**src/rtl/coax_pkg.sv**
```systemverilog
// Shared definitions for the buffered coax transmitter.
// Frame state encoding and fixed frame-section lengths.
package coax_pkg;

  localparam int LQ_BITS  = 6;
  localparam int CV_BITS  = 3;
  localparam int END_BITS = 3;

  typedef enum logic [3:0] {
    IDLE,
    LQ1, LQ2, LQ3, LQ4, LQ5, LQ6,
    CV1, CV2, CV3,
    SYNC, DATA, PARITY,
    END1, END2, END3
  } state_t;

endpackage

```
**src/rtl/coax_fifo.sv**
```systemverilog
// Word buffer for the coax transmitter.
// Show-ahead read data; simultaneous write and read allowed when full.
module coax_fifo #(
  parameter int WIDTH = 10,
  parameter int DEPTH = 16
) (
  input  logic             clk,
  input  logic             reset,
  input  logic             wr_en,
  input  logic [WIDTH-1:0] wr_data,
  input  logic             rd_en,
  output logic [WIDTH-1:0] rd_data,
  output logic             full,
  output logic             empty
);

  localparam int AW = $clog2(DEPTH);

  logic [WIDTH-1:0] mem [DEPTH];
  logic [AW-1:0]    wr_ptr;
  logic [AW-1:0]    rd_ptr;
  logic [AW:0]      count;
  logic             do_wr;
  logic             do_rd;

  assign full    = count == (AW+1)'(DEPTH);
  assign empty   = count == '0;
  assign do_rd   = rd_en && !empty;
  assign do_wr   = wr_en && (!full || do_rd);
  assign rd_data = mem[rd_ptr];

  // Storage array, written on accepted enqueue.
  always_ff @(posedge clk) begin
    if (do_wr) mem[wr_ptr] <= wr_data;
  end

  // Pointers and occupancy.
  always_ff @(posedge clk or posedge reset) begin
    if (reset) begin
      wr_ptr <= '0;
      rd_ptr <= '0;
      count  <= '0;
    end else begin
      if (do_wr) wr_ptr <= wr_ptr + 1'b1;
      if (do_rd) rd_ptr <= rd_ptr + 1'b1;
      unique case ({do_wr, do_rd})
        2'b10:   count <= count + 1'b1;
        2'b01:   count <= count - 1'b1;
        default: count <= count;
      endcase
    end
  end

endmodule

```
**src/rtl/coax_buffered_tx.sv**
```systemverilog
// Buffered coax frame transmitter.
// Buffer feeds a framing FSM; queued words extend the current frame.
module coax_buffered_tx
  import coax_pkg::*;
#(
  parameter int CLOCKS_PER_BIT = 8,
  parameter int WORD_WIDTH     = 10,
  parameter int DEPTH          = 16
) (
  input  logic                  clk,
  input  logic                  reset,
  input  logic [WORD_WIDTH-1:0] data,
  input  logic                  valid,
  output logic                  ready,
  output logic                  full,
  output logic                  empty,
  output logic                  active,
  output logic                  tx,
  output logic                  tx_delay,
  output logic                  tx_inverted
);

  localparam int CW = $clog2(CLOCKS_PER_BIT);
  localparam int DW = $clog2(WORD_WIDTH) + 1;
  localparam logic [CW-1:0] CNT_LAST = CW'(CLOCKS_PER_BIT - 1);
  localparam logic [CW-1:0] CNT_HALF = CW'(CLOCKS_PER_BIT / 2);
  localparam logic [DW-1:0] BIT_LAST = DW'(WORD_WIDTH - 1);

  state_t                state;
  state_t                state_nx;
  logic [CW-1:0]         cnt;
  logic [DW-1:0]         bidx;
  logic [WORD_WIDTH-1:0] shreg;
  logic                  par;
  logic [1:0]            dly;
  logic [WORD_WIDTH-1:0] rd_data;
  logic                  fifo_full;
  logic                  fifo_empty;
  logic                  strobe;
  logic                  first_half;
  logic                  pop;
  logic                  wr;
  logic                  b;

  assign strobe     = cnt == CNT_LAST;
  assign first_half = cnt < CNT_HALF;
  assign ready      = !fifo_full;
  assign full       = fifo_full;
  assign empty      = fifo_empty;
  assign wr         = valid && !fifo_full;
  assign pop        = strobe && (state == CV3 ||
                      (state == PARITY && !fifo_empty));
  assign b          = (state == PARITY) ? par : shreg[WORD_WIDTH-1];

  coax_fifo #(
    .WIDTH (WORD_WIDTH),
    .DEPTH (DEPTH)
  ) u_fifo (
    .clk     (clk),
    .reset   (reset),
    .wr_en   (wr),
    .wr_data (data),
    .rd_en   (pop),
    .rd_data (rd_data),
    .full    (fifo_full),
    .empty   (fifo_empty)
  );

  // Frame state register.
  always_ff @(posedge clk or posedge reset) begin
    if (reset) state <= IDLE;
    else       state <= state_nx;
  end

  // Clock-in-bit and bit-in-word counters; held at zero while idle.
  always_ff @(posedge clk or posedge reset) begin
    if (reset) begin
      cnt  <= '0;
      bidx <= '0;
    end else begin
      if (state == IDLE || strobe) cnt <= '0;
      else                         cnt <= cnt + 1'b1;
      if (state != DATA) bidx <= '0;
      else if (strobe)   bidx <= bidx + 1'b1;
    end
  end

  // Word load on entry to SYNC, MSB-first shift during DATA.
  always_ff @(posedge clk or posedge reset) begin
    if (reset) begin
      shreg <= '0;
      par   <= 1'b0;
    end else if (pop) begin
      shreg <= rd_data;
      par   <= ~^rd_data;
    end else if (state == DATA && strobe) begin
      shreg <= shreg << 1;
    end
  end

  // Two-clock line delay, preset high between frames.
  always_ff @(posedge clk or posedge reset) begin
    if (reset)        dly <= 2'b11;
    else if (!active) dly <= 2'b11;
    else              dly <= {dly[0], tx};
  end

  // Next-state sequencing, advancing on bit boundaries.
  always_comb begin
    state_nx = state;
    unique case (state)
      IDLE:   if (!fifo_empty) state_nx = LQ1;
      LQ1:    if (strobe) state_nx = LQ2;
      LQ2:    if (strobe) state_nx = LQ3;
      LQ3:    if (strobe) state_nx = LQ4;
      LQ4:    if (strobe) state_nx = LQ5;
      LQ5:    if (strobe) state_nx = LQ6;
      LQ6:    if (strobe) state_nx = CV1;
      CV1:    if (strobe) state_nx = CV2;
      CV2:    if (strobe) state_nx = CV3;
      CV3:    if (strobe) state_nx = SYNC;
      SYNC:   if (strobe) state_nx = DATA;
      DATA:   if (strobe && bidx == BIT_LAST) state_nx = PARITY;
      PARITY: if (strobe) state_nx = fifo_empty ? END1 : SYNC;
      END1:   if (strobe) state_nx = END2;
      END2:   if (strobe) state_nx = END3;
      END3:   if (strobe) state_nx = IDLE;
      default: state_nx = IDLE;
    endcase
  end

  // Line encoding from state and half-bit phase.
  always_comb begin
    tx = 1'b0;
    unique case (state)
      LQ1, LQ2, LQ3, LQ4, LQ5, LQ6,
      CV2, SYNC:        tx = !first_half;
      CV3, END2, END3:  tx = 1'b1;
      DATA, PARITY:     tx = first_half ? ~b : b;
      END1:             tx = first_half;
      default:          tx = 1'b0;
    endcase
  end

  assign active      = state != IDLE && !(state == LQ1 && first_half);
  assign tx_inverted = active & ~tx;
  assign tx_delay    = active & dly[1];

endmodule

```
**config.mk**
```make
export PLATFORM = sky130hd
export DESIGN_NAME = coax_buffered_tx
export DESIGN_NICKNAME = d
export VERILOG_FILES = /design/src/rtl/coax_pkg.sv /design/src/rtl/coax_fifo.sv /design/src/rtl/coax_buffered_tx.sv
export SDC_FILE = /design/constraint.sdc
export NUM_CORES = 1
export LEC_CHECK = 0
export CAP_MARGIN = 20
export CORE_ASPECT_RATIO = 2
export CORE_MARGIN = 2
export CORE_UTILIZATION = 59
export DETAILED_ROUTE_END_ITERATION = 8
export PLACE_DENSITY = 0.76
export SLEW_MARGIN = 30
export SYNTH_ARGS = -nofsm -noshare
export SYNTH_HDL_FRONTEND = slang
export SYNTH_SLANG_ARGS = --single-unit
```
**constraint.sdc**
```tcl
create_clock -name clk -period 5.1 [get_ports clk]
set_input_delay 0.765 -clock clk [delete_from_list [all_inputs] [get_ports clk]]
set_output_delay 0.765 -clock clk [all_outputs]
set_load 0.01 [all_outputs]
```
==> metrics <==
status=completed; core box area=0.0137 mm^2; Vert. Die Dim=171 um; most frequent cells in the layout=edfxtp_1 (160), mux4_2 (46), nor2_1 (38); Slew @ Worst Pin=863 ps; GRT overflow=0; largest net degree at the start of global routing=44; dpl cells=647; Synth top area share=58.3%; Total Neg Setup Slack=0 ps; Max Freq=279 MHz; post-CTS sizing=0; Final setup viols=0; # fillers=917; antenna fix cells=0; DRT Pass-1 Iters=5; final hold slack=443 ps; GPL Wtd Cong=0.782; CTS buffer count=17; Post-synth EDFFs=160; worst path cell trace=nor4bb_1 -> mux2i_1 -> o211ai_1 -> o31ai_1 -> a311oi_1 -> nand2_1 -> and2_1 -> clkdlybuf4s50_1; Detailed Route WL=15.9 mm; Mapped Cells=479; Leak=0.00317 uW; initial core utilization=60.0%; WP data required=4340 ps; Crit Path Max Fanout=14; CP startpoint kind=flop; # rows=61; Setup Fix Bufs, Post-CTS=0; ratio of cells with drive above 1 in the final layout=21.1%; PortBufs=19; Distinct cells, synth=48; max_cap viols=0; Clock Sinks=198; Post-Syn Nets=505; DPL Wire Length=10.3 mm; first-pass GRT wire length=24.6 mm; final hold vios=0; Slew Limit Fails=0; Finished Cell Area=0.00929 mm^2; worst hold path type=reg2reg; CTS clk-pin slew, worst paths=70 ps; Post-Syn Area=0.00824 mm^2; Final min period=3580 ps; wire length per cell=23.5 um; Mapped Avg Cell Area=17.2 um^2; PD cells=404 mW/mm^2; vias in the first global route=4255; Setup Crit Path Kind=reg2out; drt initial violations=445; Synth area leaders=edfxtp_1 (58%), mux4_2 (13%), dfrtp_1 (11%); Non-Filler Instances=679; clk_skew=9.02 ps; most common cell after layout, fill and taps aside=edfxtp_1; Crit-path slowest cell=dfrtp_1; slew margin rel.=42.4%; Vias/cell=6.13; worst path arrival time=2810 ps; Nets=535; CTS hold repair buffers=0; post-synthesis sequential area ratio=69.9%; DRC Markers=0; leading area contributor after synthesis=edfxtp_1; Worst setup EP type=output port; Root Buffer=clkbuf_16; post-synthesis register bit count=198; overall power=3750 uW; Most used DFF post-synth=edfxtp_1; Final period util=70.2%; TritonCTS clock tree=done; slowest cell delay on critical path=550 ps; post-place instance area=0.00868 mm^2; worst skew pair latency=430 ps; initial antenna violation count=0; htree depth=4; Total GRT Usage=23.5%; Longest Clk Path Bufs=2; I/O Pins=20; Buf+Inv Stages, Crit Path=1; die area=0.0150 mm^2; synth-to-layout area growth=12.7%; delay-heaviest family, CP=simple AND/OR/NAND/NOR gates; RSZ-0062 raised after global routing=no; Yosys warnings=0; Detail Route Antenna Nets=0; Post-synth ARST share=19.2%; maximum VDD drop=0.296 mV; die width=87.5 um; via count=4164
[state kept, by name (all words and copies together), names as in the netlist]
| name | flops |
|---|---|
| u_fifo.mem | 160 |
| shreg | 10 |
| bidx | 5 |
| u_fifo.count | 5 |
| state | 4 |
| u_fifo.rd_ptr | 4 |
| u_fifo.wr_ptr | 4 |
| cnt | 3 |
| dly | 2 |
| par | 1 |
[Yosys cell counts, types with 3 or more instances]
cell	n
ha_1	13
buf_2	4
nand2_1	28
nor3_1	5
buf_1	3
inv_1	11
a21oi_1	18
mux2i_1	9
edfxtp_1	160
and2_1	5
xnor2_1	16
nor2_1	40
clkbuf_1	12
xor2_1	9
dfrtp_1	36
mux4_2	46
nand4_1	5
o21ai_1	5
nand3_1	8
a22oi_1	5
nand2b_1	4
[path summary, 6_finish.rpt]
path	slack, ps	cells after the start	endpoint	start
worst max-delay path	1520	8	tx_inverted	state[2]
worst min-delay path	440	1	cnt[0]	cnt[0]
worst max register to register	1810	6	par	u_fifo.rd_ptr[0]
worst min register to register	440	1	cnt[0]	cnt[0]
max in group asynchronous	3930	3	u_fifo.rd_ptr[1]	reset
min in group asynchronous	770	3	cnt[2]	reset
[stage by stage]
step                      setup WS [ps]  util [%]
after floorplan                    1810         -
after global routing               1280      67.6
after detailed placement           1760      63.2
after global placement             1810      62.9
final                              1520      67.6
after CTS                          1470      67.6
[layer usage]
layer | global-route usage [%] | share of wire (%) | vias up
met5 | 0 | 0 | -
li1 | - | - | 1906
met4 | 8.03 | 2.1 | 0
met2 | 39.4 | 54 | 112
met3 | 5.45 | 5.1 | 18
met1 | 30.1 | 39 | 2128
[cell families after synthesis]
kind of cell / Yosys count / share of synthesized area, %
flops: 198 / 69.9
compound gates: 42 / 3.05
xor+xnor: 26 / 2.95
simple gates: 106 / 5.91
fa+ha+maj: 13 / 1.97
mux: 58 / 14.1
buf+inv: 36 / 2.08
[where the power goes]
| part | internal (uW) | switching, uW | total, uW |
|---|---|---|---|
| logic | 164 | 254 | 418 |
| clock network | 706 | 622 | 1330 |
| registers | 1910 | 94.0 | 2010 |
| total | 2780 | 970 | 3750 |
[cell type report]
cell class	instances	area, um^2	share of cell area (%)
Clock inverter	15	181	1.95
Clock buffer	17	425	4.58
Tap cell	157	196	2.12
Timing Repair Buffer	34	303	3.26
Inverter	13	48.8	0.525
Sequential cell	198	5760	62.1
Multi-Input combinational cell	245	2370	25.5
Note: power is estimated with default switching activity, not from simulation.
==> variant, RTL diff (same settings) <==
`DEPTH` is set to 16 in 2 places; all go to 8.
--- a/src/rtl/coax_fifo.sv
+++ b/src/rtl/coax_fifo.sv
@@ -2,7 +2,7 @@
 // Show-ahead read data; simultaneous write and read allowed when full.
 module coax_fifo #(
   parameter int WIDTH = 10,
-  parameter int DEPTH = 16
+  parameter int DEPTH = 8
 ) (
   input  logic             clk,
   input  logic             reset,
--- a/src/rtl/coax_buffered_tx.sv
+++ b/src/rtl/coax_buffered_tx.sv
@@ -5,7 +5,7 @@
 #(
   parameter int CLOCKS_PER_BIT = 8,
   parameter int WORD_WIDTH     = 10,
-  parameter int DEPTH          = 16
+  parameter int DEPTH          = 8
 ) (
   input  logic                  clk,
   input  logic                  reset,
Check against the original RTL: not equivalent (Yosys sat finds a counterexample within 10 cycles, from zero or initial values and one cycle with reset high).
==> variant against the unedited design <==
Final cell count fell by 33%; total power decreased by 18%; area after synthesis decreased by 40%; worst setup slack better by 0.064 ns; critical path depth shrank 3; routed wire length decreased by 44%; design area decreased by 36%; sequential cell count shrank 83; via count fell by 36%; clock power down 7%.
==> variant: results (changes against the unedited design) <==
global_routing:
  grt_pass1_vias: 2832  # was 4255
  grt_max_degree: 25  # was 44
  antenna_found_initial: 0  # unchanged
  grt_use_total_pct: 22.6  # was 23.5%
  grt_pass1_wl_um: 14100  # was 24600 µm
synth:
  syn-num-nets: 330  # was 505
  ys_warn_count: 0  # unchanged
  yosysSeqAreaShare_pct: 66.0  # was 69.9%
  yosysUniqueCellTypes: 44  # was 48
  synth_top_area_share_pct: 48.4  # was 58.3%
  async_flop_share_pct: 30.4  # was 19.2%
  synth_edf_count: 80  # was 160
  synth_area_leaders: "edfxtp_1 48%, dfrtp_1 17%, mux4_2 5.4%, mux4_1 4.2%, ha_1 2.3%"  # was edfxtp_1 58%, mux4_2 13%, dfrtp_1 11%, ha_1 2.0%, nor2_1 1.8%
  netlist_top_cells_count: "80 x edfxtp_1, 33 x dfrtp_1, 20 x nor2_1"  # was 160 x edfxtp_1, 46 x mux4_2, 40 x nor2_1
clock_tree:
  cts_setup_buffers: 0  # unchanged
  htreeDepth: 4  # unchanged
  cts_buffers: 17  # unchanged
  clk_latency_ns: 0.41  # was 0.43 ns
  ctsResizeCount: 0  # unchanged
  clockBufferDepth: 2  # unchanged
  clockRootBuffer: "clkbuf_16"  # unchanged
  clk_pin_slew_worst_paths_ns: 0.05  # was 0.07 ns
critical_path:
  critPathMaxFanout: 14  # unchanged
  crit_family: "simple AND/OR/NAND/NOR gates"  # unchanged
  arrival_ns: 2.75  # was 2.81 ns
  cp_slowest_stage_delay_ns: 0.80  # was 0.55 ns
  r2r_cells: 12  # was 6
  slowest_stage: "nor4_1"  # was dfrtp_1
finish:
  reg_top3: "u_fifo.mem: 80 flops, shreg: 10 flops, bidx: 5 flops"  # was u_fifo.mem: 160 flops, shreg: 10 flops
  final_nets: 363  # was 535
  fill_cells: 540  # was 917
  insertedDiodeCount: 0  # unchanged
  layout-drive-gt1-share_pct: 18.6  # was 21.1%
outcome:
  status: "finished clean"  # unchanged
place:
  placed_cell_area_um2: 5270  # was 8680 µm²
  gp_congestion: 0.747  # was 0.782
  numPortBuffers: 19  # unchanged
  dpl.hpwl_um: 5830  # was 10300 µm
drt:
  avgRoutedWirePerCell_um: 19.8  # was 23.5 µm
  firstDrtPassIters: 6  # was 5
  dr.first_iter.drc_count: 121  # was 445
  via_per_inst: 5.91  # was 6.13
min_path:
  hold_class: "reg2reg"  # unchanged
  whs_path_depth: 1  # unchanged
sta:
  fin_skew_ns: 0.0118  # was 0.00902 ns
  relSlewSlack_pct: 39.1  # was 42.4%
power_and_ir_drop:
  p_leak_nw: 2.17  # was 3.17 nW
  ir_drop_uv: 345  # was 296 µV
-- variant: cell count changes after synthesis, moves of 5 or more --
cell,unedited run,this run
clkbuf_1,12,7
xnor2_1,16,10
a221o_1,0,5
edfxtp_1,160,80
nand2_1,28,17
a21oi_1,18,7
mux4_1,0,8
mux2_2,1,6
a22oi_1,5,0
nor2_1,40,20
mux4_2,46,12
-- variant: cell families (layout without fill, tap and decap cells) --
| family | after synthesis | count (layout) | synth area share, % |
|---|---|---|---|
| compound gates | 31 | 31 | 4.23 |
| fa+ha+maj | 9 | 9 | 2.27 |
| buf+inv | 19 | 65 | 2.19 |
| mux | 37 | 37 | 13.6 |
| simple gates | 74 | 74 | 7.20 |
| flops | 115 | 115 | 66.0 |
| xor+xnor | 23 | 23 | 4.48 |
-- variant: metrics by stage --
stage / std cells / util [%] / worst slack [ns] / power (mW)
2_1_floorplan: 308 / - / 2.38 / 1.64
3_3_place_gp: 420 / 64.0 / 1.93 / 1.83
3_5_place_dp: 420 / 64.0 / 1.84 / 1.86
4_1_cts: 452 / 71.6 / 1.60 / 3.11
5_1_grt: 452 / 71.6 / 1.37 / 3.23
6_report: 452 / 71.6 / 1.58 / 3.08
-- variant: layout make-up --
class	instances	area (µm²)	share of cell area, %
Tap cell	98	123	2.08
Sequential cell	115	3280	55.6
Clock inverter	15	203	3.44
Timing Repair Buffer	26	243	4.12
Inverter	7	26.3	0.445
Clock buffer	17	425	7.21
Multi-Input combinational cell	174	1600	27.1
-- variant: worst paths after layout --
kind | startpoint | end | slack [ns]
min in group asynchronous | reset | shreg[6] | 0.67
max | state[2] | tx_inverted | 1.58
max in group asynchronous | reset | dly[1] | 3.70
max reg2reg | u_fifo.count[1] | u_fifo.count[2] | 1.86
min reg2reg | cnt[0] | cnt[0] | 0.44
min | cnt[0] | cnt[0] | 0.44
-- variant: layer usage --
metal	vias up	GRT usage [%]	wire length [µm]
met1	1349	23.1	3270
met2	65	39.3	5190
met3	10	7.18	346
li1	1249	-	-
met4	0	11.1	133
met5	-	0	0
-- variant: where the power goes --
group / total [mW] / leakage, nW / switching, mW / internal [mW]
combinational: 0.542 / 0.682 / 0.282 / 0.261
clock: 1.24 / 0.306 / 0.422 / 0.822
sequential: 1.30 / 1.18 / 0.123 / 1.17
total: 3.08 / 2.17 / 0.827 / 2.26
-- variant: worst reg2reg max path: cells and delay by family (launching register included) --
family          cells  cell delay (ns)
compound gates      2             0.22
xor+xnor            3             0.47
fa+ha+maj           2             0.50
flops               1             0.44
simple gates        5             1.50
